## src/rtl/noc_pkg.sv

```systemverilog
// Shared NoC definitions for the PE network interface.
// Holds the packet width, the bit offsets of every packet field, the packed
// packet struct and the RX holding-register FSM state type.
//
// Packet layout (33 bits):
//   [32:31] dst_x   [30:29] dst_y   [28:27] src_x   [26:25] src_y   [24:0] payload
package noc_pkg;

    localparam int PKT_W       = 33;
    localparam int COORD_W     = 2;
    localparam int PAYLOAD_W   = 25;

    localparam int DST_X_LSB   = 31;
    localparam int DST_Y_LSB   = 29;
    localparam int SRC_X_LSB   = 27;
    localparam int SRC_Y_LSB   = 25;
    localparam int PAYLOAD_LSB = 0;

    typedef struct packed {
        logic [COORD_W-1:0]   dst_x;
        logic [COORD_W-1:0]   dst_y;
        logic [COORD_W-1:0]   src_x;
        logic [COORD_W-1:0]   src_y;
        logic [PAYLOAD_W-1:0] payload;
    } noc_pkt_t;

    typedef enum logic {
        RX_EMPTY = 1'b0,
        RX_FULL  = 1'b1
    } rx_state_t;

endpackage

```

## src/rtl/ni_fifo.sv

```systemverilog
// ni_fifo -- small synchronous valid/ready queue used as the NI TX buffer.
//
// Parameters:
//   WIDTH  entry width in bits
//   DEPTH  number of entries (power of two, at least 2)
//
// Ports:
//   clk, rst_n            clock, asynchronous active-low reset
//   in_valid / in_ready   write side; push when both high at a rising edge
//   in_data               entry to push
//   out_valid / out_ready read side; pop when both high at a rising edge
//   out_data              current head entry (0 while empty)
//
// Pointers wrap naturally modulo DEPTH; an occupancy counter one bit wider
// than the pointers tells full from empty. in_ready depends only on the
// occupancy, so a push while full is simply not accepted even if a pop
// happens in the same cycle.
module ni_fifo #(
    parameter int WIDTH = 33,
    parameter int DEPTH = 4
) (
    input  logic             clk,
    input  logic             rst_n,
    input  logic             in_valid,
    output logic             in_ready,
    input  logic [WIDTH-1:0] in_data,
    output logic             out_valid,
    input  logic             out_ready,
    output logic [WIDTH-1:0] out_data
);

    localparam int PTR_W = (DEPTH > 1) ? $clog2(DEPTH) : 1;
    localparam int CNT_W = $clog2(DEPTH) + 1;

    logic [WIDTH-1:0] mem [DEPTH];
    logic [PTR_W-1:0] wr_ptr;
    logic [PTR_W-1:0] rd_ptr;
    logic [CNT_W-1:0] count;
    logic             push;
    logic             pop;

    assign in_ready  = (count != CNT_W'(DEPTH));
    assign out_valid = (count != '0);
    assign push      = in_valid && in_ready;
    assign pop       = out_valid && out_ready;
    // Head is masked so the data output reads 0 whenever nothing is queued.
    assign out_data  = out_valid ? mem[rd_ptr] : '0;

    always_ff @(posedge clk or negedge rst_n) begin
        if (!rst_n) begin
            wr_ptr <= '0;
            rd_ptr <= '0;
            count  <= '0;
        end else begin
            if (push) wr_ptr <= wr_ptr + 1'b1;
            if (pop)  rd_ptr <= rd_ptr + 1'b1;
            case ({push, pop})
                2'b10:   count <= count + 1'b1;
                2'b01:   count <= count - 1'b1;
                default: count <= count;
            endcase
        end
    end

    always_ff @(posedge clk) begin
        if (push) mem[wr_ptr] <= in_data;
    end

endmodule

```

## src/rtl/pe_net_interface.sv

```systemverilog
// pe_net_interface -- network interface between a processing element and
// the PE port of its mesh router.
//
// TX: PE requests are packetized with this node's address as source and
// queued in ni_fifo; the queue head is offered to the router.
// RX: a 2-state (EMPTY/FULL) FSM with a 1-entry holding register accepts
// packets from the router; packets not addressed to this node are dropped.
// Packets the PE sends to its own address go out to the network like any
// other (no internal loopback).
//
// Parameters: WIDTH (packet bits), ADDR_X/ADDR_Y (node coordinates),
//             DEPTH (TX FIFO entries).
// Ports:
//   clk, rst_n                                  clock, async active-low reset
//   pe_tx_valid/ready, pe_tx_dst_x/y, pe_tx_data  PE injection requests
//   net_tx_valid/ready, net_tx_pkt               packets to the router
//   net_rx_valid/ready, net_rx_pkt               packets from the router
//   pe_rx_valid/ready, pe_rx_src_x/y, pe_rx_data  delivery to the PE
//   tx_count, rx_count, drop_count               saturating statistics,
//                                                present only with NI_STATS_EN
module pe_net_interface
    import noc_pkg::*;
#(
    parameter int         WIDTH  = PKT_W,
    parameter logic [1:0] ADDR_X = 2'b00,
    parameter logic [1:0] ADDR_Y = 2'b00,
    parameter int         DEPTH  = 4
) (
    input  logic             clk,
    input  logic             rst_n,
    input  logic             pe_tx_valid,
    output logic             pe_tx_ready,
    input  logic [1:0]       pe_tx_dst_x,
    input  logic [1:0]       pe_tx_dst_y,
    input  logic [24:0]      pe_tx_data,
    output logic             net_tx_valid,
    input  logic             net_tx_ready,
    output logic [WIDTH-1:0] net_tx_pkt,
    input  logic             net_rx_valid,
    output logic             net_rx_ready,
    input  logic [WIDTH-1:0] net_rx_pkt,
    output logic             pe_rx_valid,
    input  logic             pe_rx_ready,
    output logic [1:0]       pe_rx_src_x,
    output logic [1:0]       pe_rx_src_y,
    output logic [24:0]      pe_rx_data
`ifdef NI_STATS_EN
    ,
    output logic [15:0]      tx_count,
    output logic [15:0]      rx_count,
    output logic [15:0]      drop_count
`endif
);

    // Low during reset and set by the first clock edge after release, so
    // no ready is offered before that edge.
    logic init_done;

    always_ff @(posedge clk or negedge rst_n) begin
        if (!rst_n) init_done <= 1'b0;
        else        init_done <= 1'b1;
    end

    // ---------------- TX path ----------------
    noc_pkt_t tx_pkt;
    logic     fifo_in_ready;

    always_comb begin
        tx_pkt.dst_x   = pe_tx_dst_x;
        tx_pkt.dst_y   = pe_tx_dst_y;
        tx_pkt.src_x   = ADDR_X;
        tx_pkt.src_y   = ADDR_Y;
        tx_pkt.payload = pe_tx_data;
    end

    assign pe_tx_ready = init_done && fifo_in_ready;

    ni_fifo #(
        .WIDTH (WIDTH),
        .DEPTH (DEPTH)
    ) u_fifo (
        .clk       (clk),
        .rst_n     (rst_n),
        .in_valid  (pe_tx_valid && init_done),
        .in_ready  (fifo_in_ready),
        .in_data   (WIDTH'(tx_pkt)),
        .out_valid (net_tx_valid),
        .out_ready (net_tx_ready),
        .out_data  (net_tx_pkt)
    );

    // ---------------- RX path ----------------
    noc_pkt_t  rx_in;
    noc_pkt_t  held;
    rx_state_t state;
    rx_state_t state_next;
    logic      rx_accept;
    logic      rx_match;
    logic      pe_accept;

    assign rx_in     = noc_pkt_t'(net_rx_pkt[PKT_W-1:0]);
    assign rx_match  = (rx_in.dst_x == ADDR_X) && (rx_in.dst_y == ADDR_Y);
    assign rx_accept = net_rx_valid && net_rx_ready;
    assign pe_accept = pe_rx_valid && pe_rx_ready;

    always_ff @(posedge clk or negedge rst_n) begin
        if (!rst_n) state <= RX_EMPTY;
        else        state <= state_next;
    end

    always_comb begin
        state_next = state;
        case (state)
            RX_EMPTY: if (rx_accept && rx_match) state_next = RX_FULL;
            RX_FULL:  if (pe_accept)             state_next = RX_EMPTY;
            default:                             state_next = RX_EMPTY;
        endcase
    end

    always_comb begin
        net_rx_ready = 1'b0;
        pe_rx_valid  = 1'b0;
        case (state)
            RX_EMPTY: net_rx_ready = init_done;
            RX_FULL:  pe_rx_valid  = 1'b1;
            default: ;
        endcase
    end

    // Holding register; ready is low in FULL so a capture can only occur in EMPTY.
    always_ff @(posedge clk or negedge rst_n) begin
        if (!rst_n)                     held <= '0;
        else if (rx_accept && rx_match) held <= rx_in;
    end

    assign pe_rx_src_x = held.src_x;
    assign pe_rx_src_y = held.src_y;
    assign pe_rx_data  = held.payload;

`ifdef NI_STATS_EN
    function automatic logic [15:0] sat_inc(input logic [15:0] v);
        return (v == 16'hFFFF) ? v : v + 16'd1;
    endfunction

    always_ff @(posedge clk or negedge rst_n) begin
        if (!rst_n) begin
            tx_count   <= '0;
            rx_count   <= '0;
            drop_count <= '0;
        end else begin
            if (net_tx_valid && net_tx_ready) tx_count   <= sat_inc(tx_count);
            if (pe_accept)                    rx_count   <= sat_inc(rx_count);
            if (rx_accept && !rx_match)       drop_count <= sat_inc(drop_count);
        end
    end
`endif

endmodule

```

## config.mk

```make
export PLATFORM = sky130hd
export DESIGN_NAME = pe_net_interface
export DESIGN_NICKNAME = d
export VERILOG_FILES = /design/src/rtl/noc_pkg.sv /design/src/rtl/ni_fifo.sv /design/src/rtl/pe_net_interface.sv
export SDC_FILE = /design/constraint.sdc
export NUM_CORES = 1
export LEC_CHECK = 0
export ABC_AREA = 1
export CAP_MARGIN = 20
export CORE_MARGIN = 3
export CORE_UTILIZATION = 35
export DETAILED_ROUTE_END_ITERATION = 8
export SLEW_MARGIN = 10
export SYNTH_ARGS = -nofsm -noshare
export SYNTH_HDL_FRONTEND = slang
export SYNTH_SLANG_ARGS = --single-unit
```

## constraint.sdc

```tcl
create_clock -name clk -period 5.7 [get_ports clk]
set_input_delay 0.57 -clock clk [delete_from_list [all_inputs] [get_ports clk]]
set_output_delay 0.57 -clock clk [all_outputs]
set_load 0.05 [all_outputs]
```

==> flow_summary.json, run 1 <==
{
  "status": "complete, no violations",
  "path_max_fanout": 20,
  "cts_setup_buffers": 0,
  "ant_nets": 0,
  "hold_path_class": "in2async",
  "ctsHtreeMaxLevel": 4,
  "synth_seq_cells": 154,
  "ctsResizeCount": 0,
  "dp_cells": 989,
  "synth_fa_ha_area_share_pct": 1.24,
  "die_w_um": 144,
  "syn_avg_cell_area_um2": 10.1,
  "worstSetupPathType": "reg2out",
  "reg2reg_depth": 4,
  "cts_buffer_depth": 2,
  "rsz0062_at_grt": "no",
  "start_util_pct": 36.3,
  "layout.cells.non_filler": 1022,
  "stdcell_area_mm2": 0.00874,
  "drt_drc_violations_left": 0,
  "slew_violations": 0,
  "hold_viol": 0,
  "clk_transition_reported_paths_ps": 60,
  "cts_tree": "done",
  "grt_max_degree": 61,
  "power.share.clock_pct": 23.9,
  "core_mm2": 0.0183,
  "grt_pass1_wl_um": 23700,
  "slew_headroom_pct": 32.1,
  "skew_ps": 8.21,
  "r2r_end": "u_fifo.mem[1][15]",
  "fin_crit_sh_pct": 57.0,
  "arrival_ps": 2680,
  "layout-drive-gt1-share_pct": 6.05,
  "nets": 854,
  "worstSkewPairLatency_ps": 410,
  "fill_cells": 1734,
  "combinationalPowerShare_pct": 45.7,
  "holdBufCountCts": 0,
  "antenna_found_initial": 0,
  "diodes": 0,
  "numCtsBuffers": 17,
  "cap_violations": 0,
  "setup_viol": 0,
  "die_area_mm2": 0.0207,
  "p_int_mw": 2.67,
  "routabilityCongestion": 0.735,
  "muxShareOfSynthArea_pct": 0,
  "dr.pass1.iters": 4,
  "rr_startpoint": "u_fifo.count[0]",
  "rrSetupSlack_ps": 3380,
  "syn_area_mm2": 0.00664,
  "syn_inst": 659,
  "drt_wl_total_um": 14700,
  "synth_top_family_by_area": "simple AND/OR/NAND/NOR gates",
  "ys_seq_area_share_pct": 66.8,
  "switching_share_pct": 42.6,
  "yosys.area.top_type": "edfxtp_1",
  "grt_pass1_vias": 4514,
  "yosysWarnings": 0,
  "synth_compound_area_share_pct": 4.71,
  "wire_per_inst_um": 14.3,
  "synth_area_leaders": "edfxtp_1, dfrtp_1, nand2_1",
  "grt_use_total_pct": 15.2,
  "yosys.area_share.simple_pct": 16.4,
  "tightestPinTransition_ps": 1020,
  "switchingPower_mw": 1.98,
  "first_iter_violations": 293,
  "route.vias.total": 4564,
  "area_growth_pct": 31.6,
  "via_per_inst": 4.47,
  "gr-total-overflow": 0,
  "cts_sinks": 154,
  "p_per_area_mw_per_mm2": 533,
  "yosys.area_share.xor_xnor_pct": 0.264,
  "place_area_mm2": 0.00813,
  "yosysTopAreaCellShare_pct": 52.5,
  "irDropWorstVdd_mv": 0.248,
  "required_ps": 5130,
  "pwr-share-seq_pct": 30.4,
  "ys_types": 23,
  "cts_root_buffer": "clkbuf_16",
  "tns_ps": 0,
  "leakagePower_nw": 3.83,
  "period_needed_ps": 3250,
  "rows": 49,
  "cp-end-kind": "output port",
  "die_h_um": 144,
  "io_buffers": 129,
  "dpl.hpwl_um": 8610,
  "fmax_ghz": 0.308,
  "cp-start-kind": "flip-flop",
  "ios": 134
}
## worst max-delay path, cell delays in order (launching register included)
cell and delay, ps:
dfrtp_1 380, inv_1 310, buf_4 380, nand3_1 130, a21oi_1 210, clkdlybuf4s50_1 840
## cell usage in the layout, fill, tap and decap left out, types with 2 or more instances in the layout
| cell type | count |
|---|---|
| inv_1 | 133 |
| buf_4 | 3 |
| a21oi_1 | 29 |
| nand3_1 | 62 |
| bufinv_16 | 2 |
| nor2_1 | 3 |
| xnor2_1 | 2 |
| nand2_1 | 188 |
| clkinv_2 | 2 |
| o21ai_0 | 31 |
| dfrtp_1 | 37 |
| clkdlybuf4s50_1 | 128 |
| inv_6 | 4 |
| nand4_1 | 3 |
| nor2_4 | 4 |
| edfxtp_1 | 116 |
| clkbuf_16 | 17 |
| conb_1 | 5 |
| nand3_2 | 2 |
| clkinv_4 | 4 |
| clkinvlp_4 | 2 |
| ha_1 | 5 |
## synth_stat cells
library cell	n
xnor2_1	2
o21ai_0	31
buf_2	7
ha_1	5
edfxtp_1	116
o22ai_1	1
buf_6	2
a21oi_1	29
a31oi_1	1
nor2_1	7
clkbuf_1	17
inv_1	133
nand4_1	3
dfrtp_1	38
nand3_1	62
buf_4	9
nand2_1	188
nor2_2	1
buf_1	1
conb_1	2
nand3_2	2
fa_1	1
inv_2	1
## cell families after synthesis
kind of cell	count (synthesis)
other cells	2
simple gates	263
buf+inv	170
fa+ha+maj	6
flops	154
xor+xnor	2
compound gates	62
## final cells by class
class | instances | area [µm²] | share of cell area [%]
flip-flops and latches | 154 | 4440 | 50.8
multi-input cells | 338 | 1550 | 17.7
repair buffers | 135 | 1370 | 15.7
inverters | 134 | 503 | 5.76
clock buffers | 17 | 425 | 4.87
well taps | 229 | 287 | 3.28
clock inverters | 15 | 166 | 1.90
## sequential cells by signal, indices dropped and copies added, names as in the netlist
signal / flops
pe_rx_data: 25
u_fifo.rd_ptr: 2
u_fifo.wr_ptr: 2
u_fifo.count: 3
u_fifo.mem: 116
pe_rx_src_y: 2
pe_rx_src_x: 2
state: 1
init_done: 1
## metal layers
metal  track usage (%)  routed length (µm)
met4              4.76                 158
met5                 0                   0
met3              5.86                1090
met2              25.0                7200
met1              18.5                6210
## power groups by stage
stage	clock [mW]	combinational [mW]	sequential, mW
finish	1.11	2.13	1.42
floorplan	0	1.31	1.56
global route	1.19	2.31	1.43
detailed placement	0	2.14	1.44
CTS	1.14	2.15	1.42
global placement	0	2.11	1.44
## per-stage QoR
step	setup WS (ps)	util [%]	total power, mW	hold slack [ps]
after global placement	2570	44.2	3.55	462
after CTS	2370	47.7	4.70	289
after detailed placement	2800	44.5	3.58	477
after floorplan	3260	-	2.87	274
final	2450	47.8	4.65	272
after global routing	2290	47.8	4.93	326
## worst max path at each step
stage	start	endpoint	slack, ps	cells after the start
after floorplan	pe_tx_valid	u_fifo.mem[0][0]	3260	2
after global placement	u_fifo.count[0]	net_tx_pkt[0]	2570	5
after detailed placement	pe_tx_valid	u_fifo.mem[1][4]	2800	3
after CTS	u_fifo.rd_ptr[1]	net_tx_pkt[8]	2370	5
after global routing	u_fifo.rd_ptr[1]	net_tx_pkt[15]	2290	5
final	u_fifo.rd_ptr[1]	net_tx_pkt[15]	2450	5
Note: power is estimated with default switching activity, not from simulation.
==> inputs of run 2 (changes only) <==
==> constraint.sdc (replaced) <==
create_clock -name clk -period 3.3 [get_ports clk]
set_input_delay 0.33 -clock clk [delete_from_list [all_inputs] [get_ports clk]]
set_output_delay 0.33 -clock clk [all_outputs]
set_load 0.05 [all_outputs]
==> run 2 against run 1 <==
Net effect:
- global-route usage down 0.20 points
- flip-flop and latch count stayed put
- largest cell class unchanged
- clock power grew 75%
- utilization is 0.41 points lower
- routed wire length about the same
- hold slack got worse by 250 ps
- final area is 0.86% lower
- sequential share of layout area up 0.44 points
- die area unchanged
- critical path depth grew 1
- sequential power grew 73%
- clock skew grew 5.7 ps
==> flow_summary.json, run 2 (synthesis results as in run 1) <==
{
  "multi_input_area_mm2": 0.00155,
  "arrival_ps": 2270,
  "drt_drc_violations_left": 0,
  "cp-start-kind": "flip-flop",
  "area_growth_pct": 30.5,
  "die_h_um": 144,
  "nets": 860,
  "top_register": "u_fifo.mem",
  "ctsResizeCount": 0,
  "routabilityCongestion": 0.739,
  "status": "complete, no violations",
  "fin_crit_sh_pct": 78.8,
  "seqCellArea_mm2": 0.00444,
  "holdBufCountCts": 0,
  "ios": 134,
  "final_common_cell": "nand2_1",
  "rsz0062_at_grt": "no",
  "hold_path_class": "in2async",
  "slew_violations": 0,
  "worstSkewPairLatency_ps": 420,
  "tns_ps": 0,
  "io_buffers": 129,
  "core_mm2": 0.0183,
  "grt_use_total_pct": 15.0,
  "rr_startpoint": "u_fifo.count[1]",
  "cp-startpoint": "u_fifo.count[1]",
  "largest_register_ffs": 116,
  "path_max_fanout": 18,
  "diodes": 0,
  "reg2reg_depth": 10,
  "irDropWorstVdd_mv": 0.675,
  "hold_viol": 0,
  "layout-drive-gt1-share_pct": 9.89,
  "tightestPinTransition_ps": 1050,
  "numCtsBuffers": 17,
  "route.vias.total": 4610,
  "cp-end-kind": "output port",
  "die_w_um": 144,
  "skew_ps": 13.9,
  "power_mw": 7.91,
  "ant_nets": 0,
  "clk_transition_reported_paths_ps": 60,
  "cts_buffer_depth": 2,
  "grt_max_degree": 61,
  "die_area_mm2": 0.0207,
  "slew_headroom_pct": 30.2,
  "grt_pass1_wl_um": 23600,
  "cap_violations": 0,
  "drt_wl_total_um": 14700,
  "rows": 49,
  "r2r_end": "u_fifo.count[2]",
  "dpl.hpwl_um": 9380,
  "fmax_ghz": 0.385,
  "cts_sinks": 154,
  "first_iter_violations": 248,
  "gr-total-overflow": 0,
  "fill_cells": 1742,
  "required_ps": 2970,
  "grt_pass1_vias": 4569,
  "cts_tree": "done",
  "ctsHtreeMaxLevel": 4,
  "wire_per_inst_um": 14.3,
  "period_needed_ps": 2600,
  "most-common-layout-cells": "nand2_1, inv_1, edfxtp_1",
  "p_per_area_mw_per_mm2": 913,
  "start_util_pct": 36.3,
  "worstSetupPathType": "reg2out",
  "dr.pass1.iters": 4,
  "antenna_found_initial": 0,
  "rrSetupSlack_ps": 1130,
  "cts_setup_buffers": 0,
  "setup_viol": 0,
  "leakagePower_nw": 3.86,
  "cts_root_buffer": "clkbuf_16",
  "via_per_inst": 4.48
}
run 2: changes by cell type in the layout (fill, tap and decap cells not counted), sizes merged:
cell / delta
clkdlybuf4s50: -29
clkbuf: +3
clkinv: -2
bufinv: +1
inv: -4
clkinvlp: +2
buf: +35
run 2: metrics by stage:
step	hold WS (ps)	instance area (µm²)	setup slack (ps)	utilization, %	std cells
after floorplan	34.4	6650	890	-	662
after global routing	77.0	8660	558	47.4	1028
after detailed placement	464	8080	808	44.2	996
final	23.9	8660	701	47.4	1028
after global placement	461	8080	840	44.2	996
after CTS	34.1	8660	628	47.4	1028
run 2: how the worst max path moves through the flow:
stage,to,slack [ps],cells after the start
2_1_floorplan,u_fifo.mem[0][0],890,4
3_3_place_gp,u_fifo.mem[1][19],840,4
3_5_place_dp,u_fifo.mem[1][21],810,4
4_1_cts,net_tx_pkt[29],630,6
5_1_grt,net_tx_pkt[29],560,6
6_report,net_tx_pkt[29],700,6
run 2: routing by layer:
| metal | part of all wire (%) | vias up | global-route usage, % |
|---|---|---|---|
| met1 | 44 | 2141 | 18.4 |
| met2 | 47 | 126 | 24.1 |
| met3 | 7.1 | 18 | 5.69 |
| li1 | - | 2325 | - |
| met4 | 1.6 | 0 | 5.70 |
| met5 | 0 | - | 0 |
run 2: worst max-delay path: stages, from the launching register on:
cell,delay [ps]
dfrtp_1,380
inv_1,150
nand3_2,130
inv_1,570
buf_4,320
a21oi_1,90
buf_4,200
run 2: layout make-up:
cell class                      instances  area share, %
Sequential cell                       154           51.2
Clock buffer                           20           5.04
Clock inverter                         12           1.70
Inverter                              134           5.81
Tap cell                              229           3.31
Timing Repair Buffer                  141           15.1
Multi-Input combinational cell        338           17.9
run 2: report_power, final:
part	total [mW]	switching [mW]	leakage (nW)	internal [mW]
registers	2.45	0.0919	1.54	2.35
clock network	1.94	0.752	0.274	1.18
logic	3.52	2.52	2.05	0.999
total	7.91	3.37	3.86	4.54
==> inputs of run 3 (changes only) <==
==> constraint.sdc (replaced) <==
create_clock -name clk -period 2.75 [get_ports clk]
set_input_delay 0.275 -clock clk [delete_from_list [all_inputs] [get_ports clk]]
set_output_delay 0.275 -clock clk [all_outputs]
set_load 0.05 [all_outputs]
==> run 3 against run 2 <==
Net effect:
- final area up 0.14%
- flip-flop and latch count unchanged
- critical path type unchanged
- utilization up 0.068 points
- first-iteration DRC count down 34%
- clock skew down 4.0 ps
- critical endpoint is now net_tx_pkt[13]
- critical path depth unchanged
==> flow_summary.json, run 3 (synthesis results as in run 1) <==
{
  "ctsHtreeMaxLevel": 4,
  "power.share.clock_pct": 23.1,
  "grt_pass1_vias": 4616,
  "setup_viol": 0,
  "tns_ps": 0,
  "cts_sinks": 154,
  "top_layer_used": "met5",
  "irDropWorstVdd_mv": 0.515,
  "seqCellArea_mm2": 0.00444,
  "slew_headroom_pct": 40.8,
  "area_growth_pct": 30.7,
  "final_common_cell": "nand2_1",
  "slowest_delay_ps": 470,
  "top_register": "u_fifo.mem",
  "period_needed_ps": 2310,
  "die_area_mm2": 0.0207,
  "skew_ps": 9.91,
  "most-common-layout-cells": "nand2_1, inv_1, edfxtp_1",
  "io_buffers": 129,
  "switching_share_pct": 43.5,
  "fill_cells": 1696,
  "hold_path_class": "in2reg",
  "leakagePower_nw": 3.88,
  "diodes": 0,
  "cts_tree": "done",
  "rsz0062_at_grt": "no",
  "status": "complete, no violations",
  "ios": 134,
  "dr.pass1.iters": 4,
  "grt_pass1_wl_um": 24100,
  "p_int_mw": 5.30,
  "pwr-share-seq_pct": 31.3,
  "cap_violations": 0,
  "nets": 864,
  "drt_drc_violations_left": 0,
  "worstSkewPairLatency_ps": 420,
  "largest_register_ffs": 116,
  "die_w_um": 144,
  "tightestPinTransition_ps": 888,
  "cp-end-kind": "output port",
  "routabilityCongestion": 0.748,
  "grt_use_total_pct": 15.3,
  "cts_root_buffer": "clkbuf_16",
  "layout-drive-gt1-share_pct": 10.2,
  "cp_cell_sequence": "inv_2 -> buf_4 -> nand2_1 -> nand3_1 -> a21oi_1 -> buf_4",
  "fin_crit_sh_pct": 84.0,
  "rows": 49,
  "clk_transition_reported_paths_ps": 70,
  "first_iter_violations": 164,
  "worstSetupPathType": "reg2out",
  "cts_buffer_depth": 2,
  "start_util_pct": 36.3,
  "combinationalPowerShare_pct": 45.7,
  "via_per_inst": 4.54,
  "hold_viol": 0,
  "gr-total-overflow": 0,
  "numCtsBuffers": 17,
  "dr_wl_met3_um": 1240,
  "ctsResizeCount": 0,
  "fmax_ghz": 0.433,
  "die_h_um": 144,
  "dpl.hpwl_um": 9270,
  "holdWs_ps": 390,
  "slowest_stage": "inv_2",
  "holdBufCountCts": 1,
  "m1WireLength_um": 6270,
  "drt_wl_total_um": 15000,
  "multi_input_area_mm2": 0.00155,
  "required_ps": 2480,
  "antenna_found_initial": 1,
  "cts_setup_buffers": 0,
  "switchingPower_mw": 4.09,
  "cp_common_cell": "buf_4",
  "p_per_area_mw_per_mm2": 1080,
  "slew_violations": 0,
  "ant_nets": 0,
  "dr_wl_met2_um": 7300,
  "wire_per_inst_um": 14.6,
  "route.vias.total": 4681,
  "core_mm2": 0.0183,
  "grt_max_degree": 61,
  "cp-start-kind": "flip-flop",
  "arrival_ps": 2040,
  "path_max_fanout": 35
}
run 3: changes by cell type in the layout (fill, tap and decap cells not counted):
cell           delta
clkbuf_16         +2
dlygate4sd3_1     +1
clkinv_4          +1
buf_4             +2
clkbuf_1          +1
clkinv_1          -1
buf_12            +1
bufinv_16         -3
clkinv_2          -1
clkinvlp_4        -2
inv_4             +3
run 3: routing by layer:
| layer | vias to the layer above | global-route usage, % |
|---|---|---|
| li1 | 2338 | - |
| met4 | 2 | 4.91 |
| met5 | - | 0 |
| met1 | 2191 | 18.1 |
| met3 | 19 | 5.49 |
| met2 | 131 | 25.9 |
run 3: critical path, delay by kind of cell (launching register included):
| kind | cells | cell delay [ps] |
|---|---|---|
| DFF | 1 | 400 |
| AOI/OAI and AO/OA | 1 | 90 |
| and+or+nand+nor | 2 | 140 |
| buffers and inverters | 3 | 990 |
run 3: metrics by stage:
step           power, mW  worst slack (ps)  instances  utilization [%]  area, µm²
2_1_floorplan       5.95               340        662                -       6650
3_3_place_gp        7.28               475        999             44.4       8110
3_5_place_dp        7.33               405        999             44.4       8110
4_1_cts             9.51               383       1032             47.5       8670
5_1_grt             9.93               244       1032             47.5       8670
6_report            9.39               439       1032             47.5       8670
run 3: area by class of cell:
| cell class | instances | area share [%] |
|---|---|---|
| clock buffers | 23 | 5.65 |
| clock inverters | 9 | 0.707 |
| inverters | 134 | 5.80 |
| multi-input cells | 338 | 17.9 |
| flip-flops and latches | 154 | 51.1 |
| well taps | 229 | 3.30 |
| repair buffers | 145 | 15.5 |
run 3: power groups by stage:
stage / Sequential (mW) / Combinational [mW] / Clock [mW]
final: 2.93 / 4.29 / 2.16
after global routing: 2.96 / 4.65 / 2.31
after CTS: 2.94 / 4.35 / 2.22
after detailed placement: 2.98 / 4.35 / 0
after global placement: 2.97 / 4.31 / 0
after floorplan: 3.24 / 2.71 / 0
run 3: final timing paths:
| path | from | end | slack [ps] | depth (start not counted) |
|---|---|---|---|---|
| worst max-delay path | u_fifo.rd_ptr[0] | net_tx_pkt[13] | 440 | 6 |
| worst min-delay path | net_rx_pkt[9] | pe_rx_data[9] | 390 | 3 |
| worst max register to register | u_fifo.count[0] | u_fifo.count[2] | 520 | 10 |
| worst min register to register | pe_rx_src_x[1] | pe_rx_src_x[1] | 490 | 2 |
| max in group asynchronous | rst_n | u_fifo.rd_ptr[0] | 1620 | 2 |
| min in group asynchronous | rst_n | pe_rx_data[13] | 510 | 2 |
